<file path="config.mk">
export PLATFORM = sky130hd
export DESIGN_NAME = addsub_serial
export DESIGN_NICKNAME = d
export VERILOG_FILES = /design/src/rtl/addsub_pkg.sv /design/src/rtl/addsub_digit.sv /design/src/rtl/addsub_serial.sv
export SDC_FILE = /design/constraint.sdc
export NUM_CORES = 1
export LEC_CHECK = 0
export BUFFER_PORTS_ARGS = -buffer_cell sky130_fd_sc_hd__clkbuf_2
export CAP_MARGIN = 10
export CORE_ASPECT_RATIO = 1.1
export CORE_MARGIN = 4
export CORE_UTILIZATION = 45
export CTS_CLUSTER_SIZE = 8
export DETAILED_ROUTE_END_ITERATION = 10
export GPL_ROUTABILITY_DRIVEN = 0
export HOLD_SLACK_MARGIN = 0.06
export PLACE_DENSITY = 0.65
export SYNTH_ARGS = -nofsm -noshare
export SYNTH_HDL_FRONTEND = slang
export SYNTH_SLANG_ARGS = --single-unit
export TNS_END_PERCENT = 30
</file>
<file path="constraint.sdc">
create_clock -name clk -period 6.2 [get_ports clk]
set_clock_uncertainty 0.15 [all_clocks]
set_input_delay 0.31 -clock clk [delete_from_list [all_inputs] [get_ports clk]]
set_output_delay 0.31 -clock clk [all_outputs]
set_load 0.02 [all_outputs]
</file>
<file path="src/rtl/addsub_pkg.sv">
// Shared types and helpers for the digit-serial adder/subtractor.
package addsub_pkg;

   typedef enum logic [1:0] {
      IDLE = 2'd0,
      BUSY = 2'd1,
      DONE = 2'd2
   } state_t;

   // Ceiling log2, used to size the digit counter.
   function automatic int clog2(input int v);
      int r;
      int x;
      r = 0;
      x = v - 1;
      while (x > 0) begin
         r = r + 1;
         x = x >> 1;
      end
      return r;
   endfunction

endpackage

</file>
<file path="src/rtl/addsub_digit.sv">
// One DIGIT-wide slice of the carry chain: sum, carry out, and the carry
// into the slice MSB (needed for signed overflow on the final digit).
module addsub_digit #(
   parameter int DIGIT = 8
) (
   input  logic [DIGIT-1:0] x,
   input  logic [DIGIT-1:0] y,
   input  logic             cin,
   output logic [DIGIT-1:0] s,
   output logic             cout,
   output logic             cmsb
);

   logic [DIGIT:0] sum_w;

   // Plain ripple add of the digit with carry-in.
   always_comb begin
      sum_w = {1'b0, x} + {1'b0, y} + {{DIGIT{1'b0}}, cin};
   end

   assign s    = sum_w[DIGIT-1:0];
   assign cout = sum_w[DIGIT];
   // The MSB sum bit is x^y^carry_in, so the incoming carry is recovered
   // without slicing below the MSB (works for DIGIT == 1 as well).
   assign cmsb = x[DIGIT-1] ^ y[DIGIT-1] ^ sum_w[DIGIT-1];

endmodule

</file>
<file path="src/rtl/addsub_serial.sv">
// Digit-serial adder/subtractor: WIDTH-bit operands are consumed DIGIT bits
// per clock through one shared addsub_digit slice, LSB digit first.
module addsub_serial
   import addsub_pkg::*;
#(
   parameter int WIDTH = 32,
   parameter int DIGIT = 8
) (
   input  logic             clk,
   input  logic             rst,
   input  logic             in_valid,
   output logic             in_ready,
   input  logic [WIDTH-1:0] a,
   input  logic [WIDTH-1:0] b,
   input  logic             sub,
   output logic             out_valid,
   input  logic             out_ready,
   output logic [WIDTH-1:0] y,
   output logic             carry,
   output logic             ovf
);

   localparam int ND = WIDTH / DIGIT;
   localparam int CW = (ND > 1) ? clog2(ND) : 1;

   generate
      if (WIDTH % DIGIT != 0) begin : g_width_check
         $error("addsub_serial: WIDTH must be a multiple of DIGIT");
      end
   endgenerate

   state_t           state_q;
   logic [CW-1:0]    cnt_q;
   logic             c_q;
   logic             in_ready_q;
   logic             out_valid_q;
   logic [WIDTH-1:0] y_q;
   logic             carry_q;
   logic             ovf_q;

   logic [WIDTH-1:0] opa_q;
   logic [WIDTH-1:0] opb_q;
   logic [WIDTH-1:0] res_q;
   logic [WIDTH-1:0] opa_d;
   logic [WIDTH-1:0] opb_d;
   logic [WIDTH-1:0] res_d;
   logic [WIDTH-1:0] s_ext;

   logic [DIGIT-1:0] s_w;
   logic             cout_w;
   logic             cmsb_w;
   logic             accept_w;
   logic             last_w;

   addsub_digit #(
      .DIGIT(DIGIT)
   ) u_digit (
      .x    (opa_q[DIGIT-1:0]),
      .y    (opb_q[DIGIT-1:0]),
      .cin  (c_q),
      .s    (s_w),
      .cout (cout_w),
      .cmsb (cmsb_w)
   );

   assign accept_w = (state_q == IDLE) && in_valid && in_ready_q;
   assign last_w   = (cnt_q == CW'(ND - 1));

   // Next shift-register contents: operands move down one digit, the new
   // sum digit enters the result from the top.
   always_comb begin
      s_ext             = '0;
      s_ext[DIGIT-1:0]  = s_w;
      opa_d             = opa_q >> DIGIT;
      opb_d             = opb_q >> DIGIT;
      res_d             = (res_q >> DIGIT) | (s_ext << (WIDTH - DIGIT));
   end

   // Operand and partial-result shifters; pure data, no reset needed.
   always_ff @(posedge clk) begin
      if (accept_w) begin
         opa_q <= a;
         opb_q <= sub ? ~b : b;
      end else if (state_q == BUSY) begin
         opa_q <= opa_d;
         opb_q <= opb_d;
         res_q <= res_d;
      end
   end

   // Control FSM with registered handshake and result outputs.
   always_ff @(posedge clk or posedge rst) begin
      if (rst) begin
         state_q     <= IDLE;
         cnt_q       <= '0;
         c_q         <= 1'b0;
         in_ready_q  <= 1'b1;
         out_valid_q <= 1'b0;
         y_q         <= '0;
         carry_q     <= 1'b0;
         ovf_q       <= 1'b0;
      end else begin
         case (state_q)
            IDLE: begin
               if (accept_w) begin
                  c_q        <= sub;
                  cnt_q      <= '0;
                  in_ready_q <= 1'b0;
                  state_q    <= BUSY;
               end
            end
            BUSY: begin
               c_q   <= cout_w;
               cnt_q <= cnt_q + 1'b1;
               if (last_w) begin
                  y_q         <= res_d;
                  carry_q     <= cout_w;
                  ovf_q       <= cmsb_w ^ cout_w;
                  out_valid_q <= 1'b1;
                  state_q     <= DONE;
               end
            end
            DONE: begin
               if (out_ready) begin
                  out_valid_q <= 1'b0;
                  in_ready_q  <= 1'b1;
                  state_q     <= IDLE;
               end
            end
            default: begin
               out_valid_q <= 1'b0;
               in_ready_q  <= 1'b1;
               state_q     <= IDLE;
            end
         endcase
      end
   end

   assign in_ready  = in_ready_q;
   assign out_valid = out_valid_q;
   assign y         = y_q;
   assign carry     = carry_q;
   assign ovf       = ovf_q;

endmodule

</file>
* Yosys cells after proc, flatten, opt, wreduce, memory -nomap -nowiden
Index checks and enable logic that the tools add are counted.
** Operators by class
- Reduce and logical (&&, ||, !) cells :: 11
- Add/subtract/negate cells :: 3
- Multiplexer cells :: 19
- Bitwise logic cells :: 8
- Equality and inequality tests :: 6
** Operators by type and width (number)
- $mux W32 :: 5
- $not A32 Y32 :: 1
- $or A24 B32 Y32 :: 1
- $add A8 B8 Y9 :: 1
- $add A9 B1 Y9 :: 1
- $reduce_and A3 Y1 :: 3
- $mux W2 :: 4
- $ne A2 B2 Y1 const B :: 3
- $pmux W1 S3 :: 2
- $pmux W2 S3 :: 1
- $reduce_and A2 Y1 :: 3
- $mux W1 :: 5
- $eq A2 B2 Y1 const B :: 2
- $pmux W2 S2 :: 1
- $reduce_bool A2 Y1 :: 2
- $not A1 Y1 :: 3
- $xor A1 B1 Y1 :: 3
- $add A2 B1 Y2 const B :: 1
- $eq A2 B1 Y1 const B :: 1
- $logic_and A1 B1 Y1 :: 2
- $logic_not A2 Y1 :: 1
- $pmux W1 S2 :: 1
** Storage, ports and cells
- Bits of input ports :: 69
- Bits in registers :: 137
- Output and inout bits :: 36
- Word-level logic and storage cells :: 58

* Logic depth before layout (Yosys ltp)
- Depth after elaboration :: 5
- Mapped depth :: 7
- Gate-level depth less buffers :: 7

* Hierarchy
From an unflattened synthesis, not the netlist that was laid out.
** Unflattened totals
- Cells, all modules :: 423
- Area, all modules :: 5631.7 sq um
** Modules (own cells, without submodules)
- addsub_serial :: times used 1, sequential area each 3669.8 sq um, cells each 380, area an instance 5286.3 sq um
- addsub_digit :: times used 1, sequential area each 0.0 sq um, cells each 43, area an instance 345.3 sq um

* Worst setup path after synthesis
OpenSTA, ideal clock, no wires.
- Kind :: register to register
- Start :: reg state_q[1]
- End :: reg opa_q[0], enable pin
- Setup slack :: 3312 ps
- Period minus slack after synthesis :: 2888 ps
- Setup time :: 418 ps
- Stages on the path, launching flop included :: 5
- Data required time :: 5632 ps
- Path buffers :: 0
- Data arrival time :: 2320 ps
- Cells stage by stage :: dfrtp_1 nand2b_1 inv_2 nor2_1 inv_1
** On the way
- Word-level cells in the longest chain between the ends :: 4
- Elaborated cells between the ends (all ways) :: 5
- Those cells by class :: 1 x eq/ne; 4 x reduce/logical
** Ends and longest elaborated chain
- start, declared :: line addsub_serial.sv:32 : state_t state_q;
- start signal, assigned :: line addsub_serial.sv:94 : state_q <= IDLE;
- start signal, assigned :: line addsub_serial.sv:109 : state_q <= BUSY;
- start signal, assigned :: line addsub_serial.sv:120 : state_q <= DONE;
- $logic_not A2 Y1 :: line addsub_serial.sv:66 : assign accept_w = (state_q == IDLE) && in_valid && in_ready_q;
- $logic_and A1 B1 Y1 (2 in a row) :: line addsub_serial.sv:66
- $reduce_bool A2 Y1 (no source line) *
- end signal, assigned :: line addsub_serial.sv:85 : opa_q <= opa_d;
- end, declared :: line addsub_serial.sv:41 : logic [WIDTH-1:0] opa_q;
Mark *: on every way between the ends. The rest lies on a longest branch, timed or not.
A chain may end at the register's enable or synchronous reset.

* Worst setup path after layout
- Start :: reg state_q[1]
- End :: reg opb_q[1], enable pin
** On the way
- Word-level cells in the longest chain between the ends :: 4
- Elaborated cells between the ends (all ways) :: 5
- Those cells by class :: 1 x eq/ne; 4 x reduce/logical
** Ends and longest elaborated chain
- $logic_not A2 Y1 :: line addsub_serial.sv:66
- $logic_and A1 B1 Y1 (2 in a row) :: line addsub_serial.sv:66
- $reduce_bool A2 Y1 (no source line) *
- end signal, assigned :: line addsub_serial.sv:83 : opb_q <= sub ? ~b : b;
- end signal, assigned :: line addsub_serial.sv:86 : opb_q <= opb_d;
- end, declared :: line addsub_serial.sv:42 : logic [WIDTH-1:0] opb_q;
Marks and branches as above.

==> out/qor.yml <==
place_hpwl_um: 6200
final_max_slew_viol_count: 0
seq_area_frac_synth: 0.672
crit_slowest_cell: "buf_4"
synth_ff_type: "edfxtp_1"
cap_violations: 0
clk_pin_slew_ns: 0.05
arrival_ns: 2.38
die_area_mm2: 0.0140
yosys_warnings: 0
routed_wl_um: 9630
via_per_inst: 4.76
cpMostUsedCell: "buf_4"
clock_latency_ns: 0.41
setup_tns_ns: 0
cp-end-kind: "flip-flop"
die_x_um: 113
initial_core_util: 0.469
finalCritPeriodShare: 0.403
drc: 0
core-area_mm2: 0.0116
syn-instance-count: 414
drive_above_1_share: 0.293
critical_path_class: "flip-flop to flip-flop"
drt_iter0_drc: 121
leakage_nw: 3.07
grt_pass1_vias: 3465
synth-edff-count: 88
gr-total-overflow: 0
grt_usage: 0.149
hold_viol_final: 0
timing.fmax_mhz: 400
ant_nets: 0
min_path_type: "input port to flip-flop"
dr.pass1.iters: 5
min_period_ns: 2.50
p_per_area_mw_per_mm2: 479
grt_max_degree: 82
wire_per_inst_um: 13.4
critPathMaxStageDelay_ns: 0.61
cts_buffers: 17
dieHeight_um: 124
synth_nets: 493
cts-root-buf: "clkbuf_16"
area_delta_synth_final_pct: 29.3
nNetsFinal: 635
synth-seq-cells: 129
crit_required_ns: 6.08
via_count: 3419
netlist_area_mm2: 0.00546
layout.cells.non_filler: 719
outcome: "completed"
cp_cell_sequence: "nor2b_1 > and3b_1 > buf_4 > nor2_1 > inv_2 > buf_4"
avgSynthCellArea_um2: 13.2
tightest_slew_ns: 1.00
whs_ns: 0.0648
fillers: 893
ir_drop_mv: 0.245
tritoncts: "yes"
port_buffers: 104
crit_path_start_kind: "flip-flop"
placed_cell_area_mm2: 0.00610
grt_setup_unrepaired: "false"
slew_headroom: 0.332
finalPower_mw: 3.38
clk_path_buf_depth: 2
row_count: 41
fin_area_mm2: 0.00706
async_flop_share: 0.318
setup_viol: 0
io_pins: 105
grt_pass1_wl_um: 16100
post-cts-setup-buffers: 0
crit_fanout: 64
place_inst: 653
cts-htree-levels: 4
synth.distinct_cells: 37
antenna_found_initial: 0
antenna_cells: 0
cts.sinks: 129
==> registers in the layout, summed over array words and instances (netlist names) <==
name       count
cnt_q          2
res_q         24
out_valid      1
c_q            1
y             32
ovf            1
state_q        2
opa_q         32
in_ready       1
carry          1
opb_q         32
==> synth_stat cells (2+ instances only) <==
library cell,n,share of area
fa_1,2,0.0073
and2_1,8,0.0092
mux2_2,19,0.039
inv_1,2,0.0014
a21o_1,3,0.0041
xnor2_1,36,0.058
dfrtp_1,40,0.18
o21ai_1,2,0.0018
nand2_1,107,0.074
nand2b_1,2,0.0023
buf_2,7,0.0064
mux2_1,13,0.027
nor2_1,12,0.0083
xor2_1,3,0.0048
a21oi_1,3,0.0027
ha_1,8,0.018
clkbuf_1,10,0.0069
buf_6,2,0.0041
o21ai_0,30,0.028
edfxtp_1,88,0.48
==> repair_timing <==
action,in CTS,in global routing
setup endpoints to repair,0,0
endpoints found under the hold margin,73,0
gates resized for setup,0,0
hold buffers,34,0
==> layout by cell type, fill, tap and decap left out, types with 2 or more instances in the layout <==
cell | Yosys | routed
and2_1 | 8 | 8
edfxtp_1 | 88 | 88
bufinv_16 | 0 | 2
clkinvlp_4 | 0 | 2
fa_1 | 2 | 2
buf_4 | 1 | 5
a21o_1 | 3 | 3
inv_4 | 0 | 2
xnor2_1 | 36 | 36
clkinv_1 | 0 | 2
xor2_1 | 3 | 3
mux2_2 | 19 | 19
clkbuf_16 | 0 | 18
inv_2 | 1 | 2
dlygate4sd3_1 | 0 | 34
mux2_1 | 13 | 13
o21ai_1 | 2 | 2
nor2_1 | 12 | 12
inv_6 | 0 | 2
a21oi_1 | 3 | 3
clkbuf_8 | 0 | 3
ha_1 | 8 | 8
clkbuf_2 | 0 | 104
nand2_1 | 107 | 107
nand2b_1 | 2 | 2
o21ai_0 | 30 | 30
dfrtp_1 | 40 | 40
==> power breakdown <==
group | internal, mW | total (mW) | switching, mW
logic | 0.344 | 0.897 | 0.553
registers | 1.36 | 1.48 | 0.123
clock network | 0.649 | 1.00 | 0.353
total | 2.35 | 3.38 | 1.03
==> worst max-delay path: cells and delay by family, from the launching register on <==
kind,cells,cell delay [ns]
buffers and inverters,3,1.00
and+or+nand+nor,3,0.54
DFF,1,0.41
==> per-layer routing <==
| metal | global-route usage | wire length, um |
|---|---|---|
| met1 | 0.186 | 4210 |
| met3 | 0.0617 | 665 |
| met2 | 0.237 | 4620 |
| met5 | 0 | 0 |
| met4 | 0.0541 | 136 |
==> kinds of logic (layout without fill, tap and decap cells) <==
kind of cell / after synthesis / count (layout) / synth area share
flops: 129 / 129 / 0.672
buf+inv: 23 / 178 / 0.0209
simple gates: 134 / 134 / 0.0999
compound gates: 47 / 47 / 0.0527
xor+xnor: 39 / 39 / 0.0626
fa+ha+maj: 10 / 10 / 0.0257
mux: 32 / 32 / 0.0660
==> stage by stage <==
stage / util / worst slack, ns
6_report: 0.606 / 3.70
5_1_grt: 0.606 / 3.45
4_1_cts: 0.606 / 3.67
3_5_place_dp: 0.524 / 3.68
3_3_place_gp: 0.524 / 3.72
2_1_floorplan: - / 3.31
==> path summary, 6_finish.rpt <==
| check | slack (ns) | cells past startpoint | endpoint | startpoint |
|---|---|---|---|---|
| setup / recovery | 3.70 | 6 | opb_q[1] | state_q[1] |
| hold / removal | 0.06 | 3 | opa_q[1] | a[1] |
| setup reg to reg | 3.70 | 6 | opb_q[1] | state_q[1] |
| hold reg to reg | 0.29 | 0 | res_q[14] | res_q[22] |
| max in group asynchronous | 5.11 | 4 | y[26] | rst |
| min in group asynchronous | 0.41 | 4 | y[8] | rst |
==> layout make-up <==
class / count / area [um^2] / share of cell area
Multi-Input combinational cell: 262 / 1680 / 0.237
Clock inverter: 11 / 123 / 0.0174
Tap cell: 150 / 188 / 0.0266
Timing Repair Buffer: 143 / 898 / 0.127
Clock buffer: 21 / 492 / 0.0697
Inverter: 3 / 11.3 / 0.00160
Sequential cell: 129 / 3670 / 0.520
(Power assumes the default switching activity.)
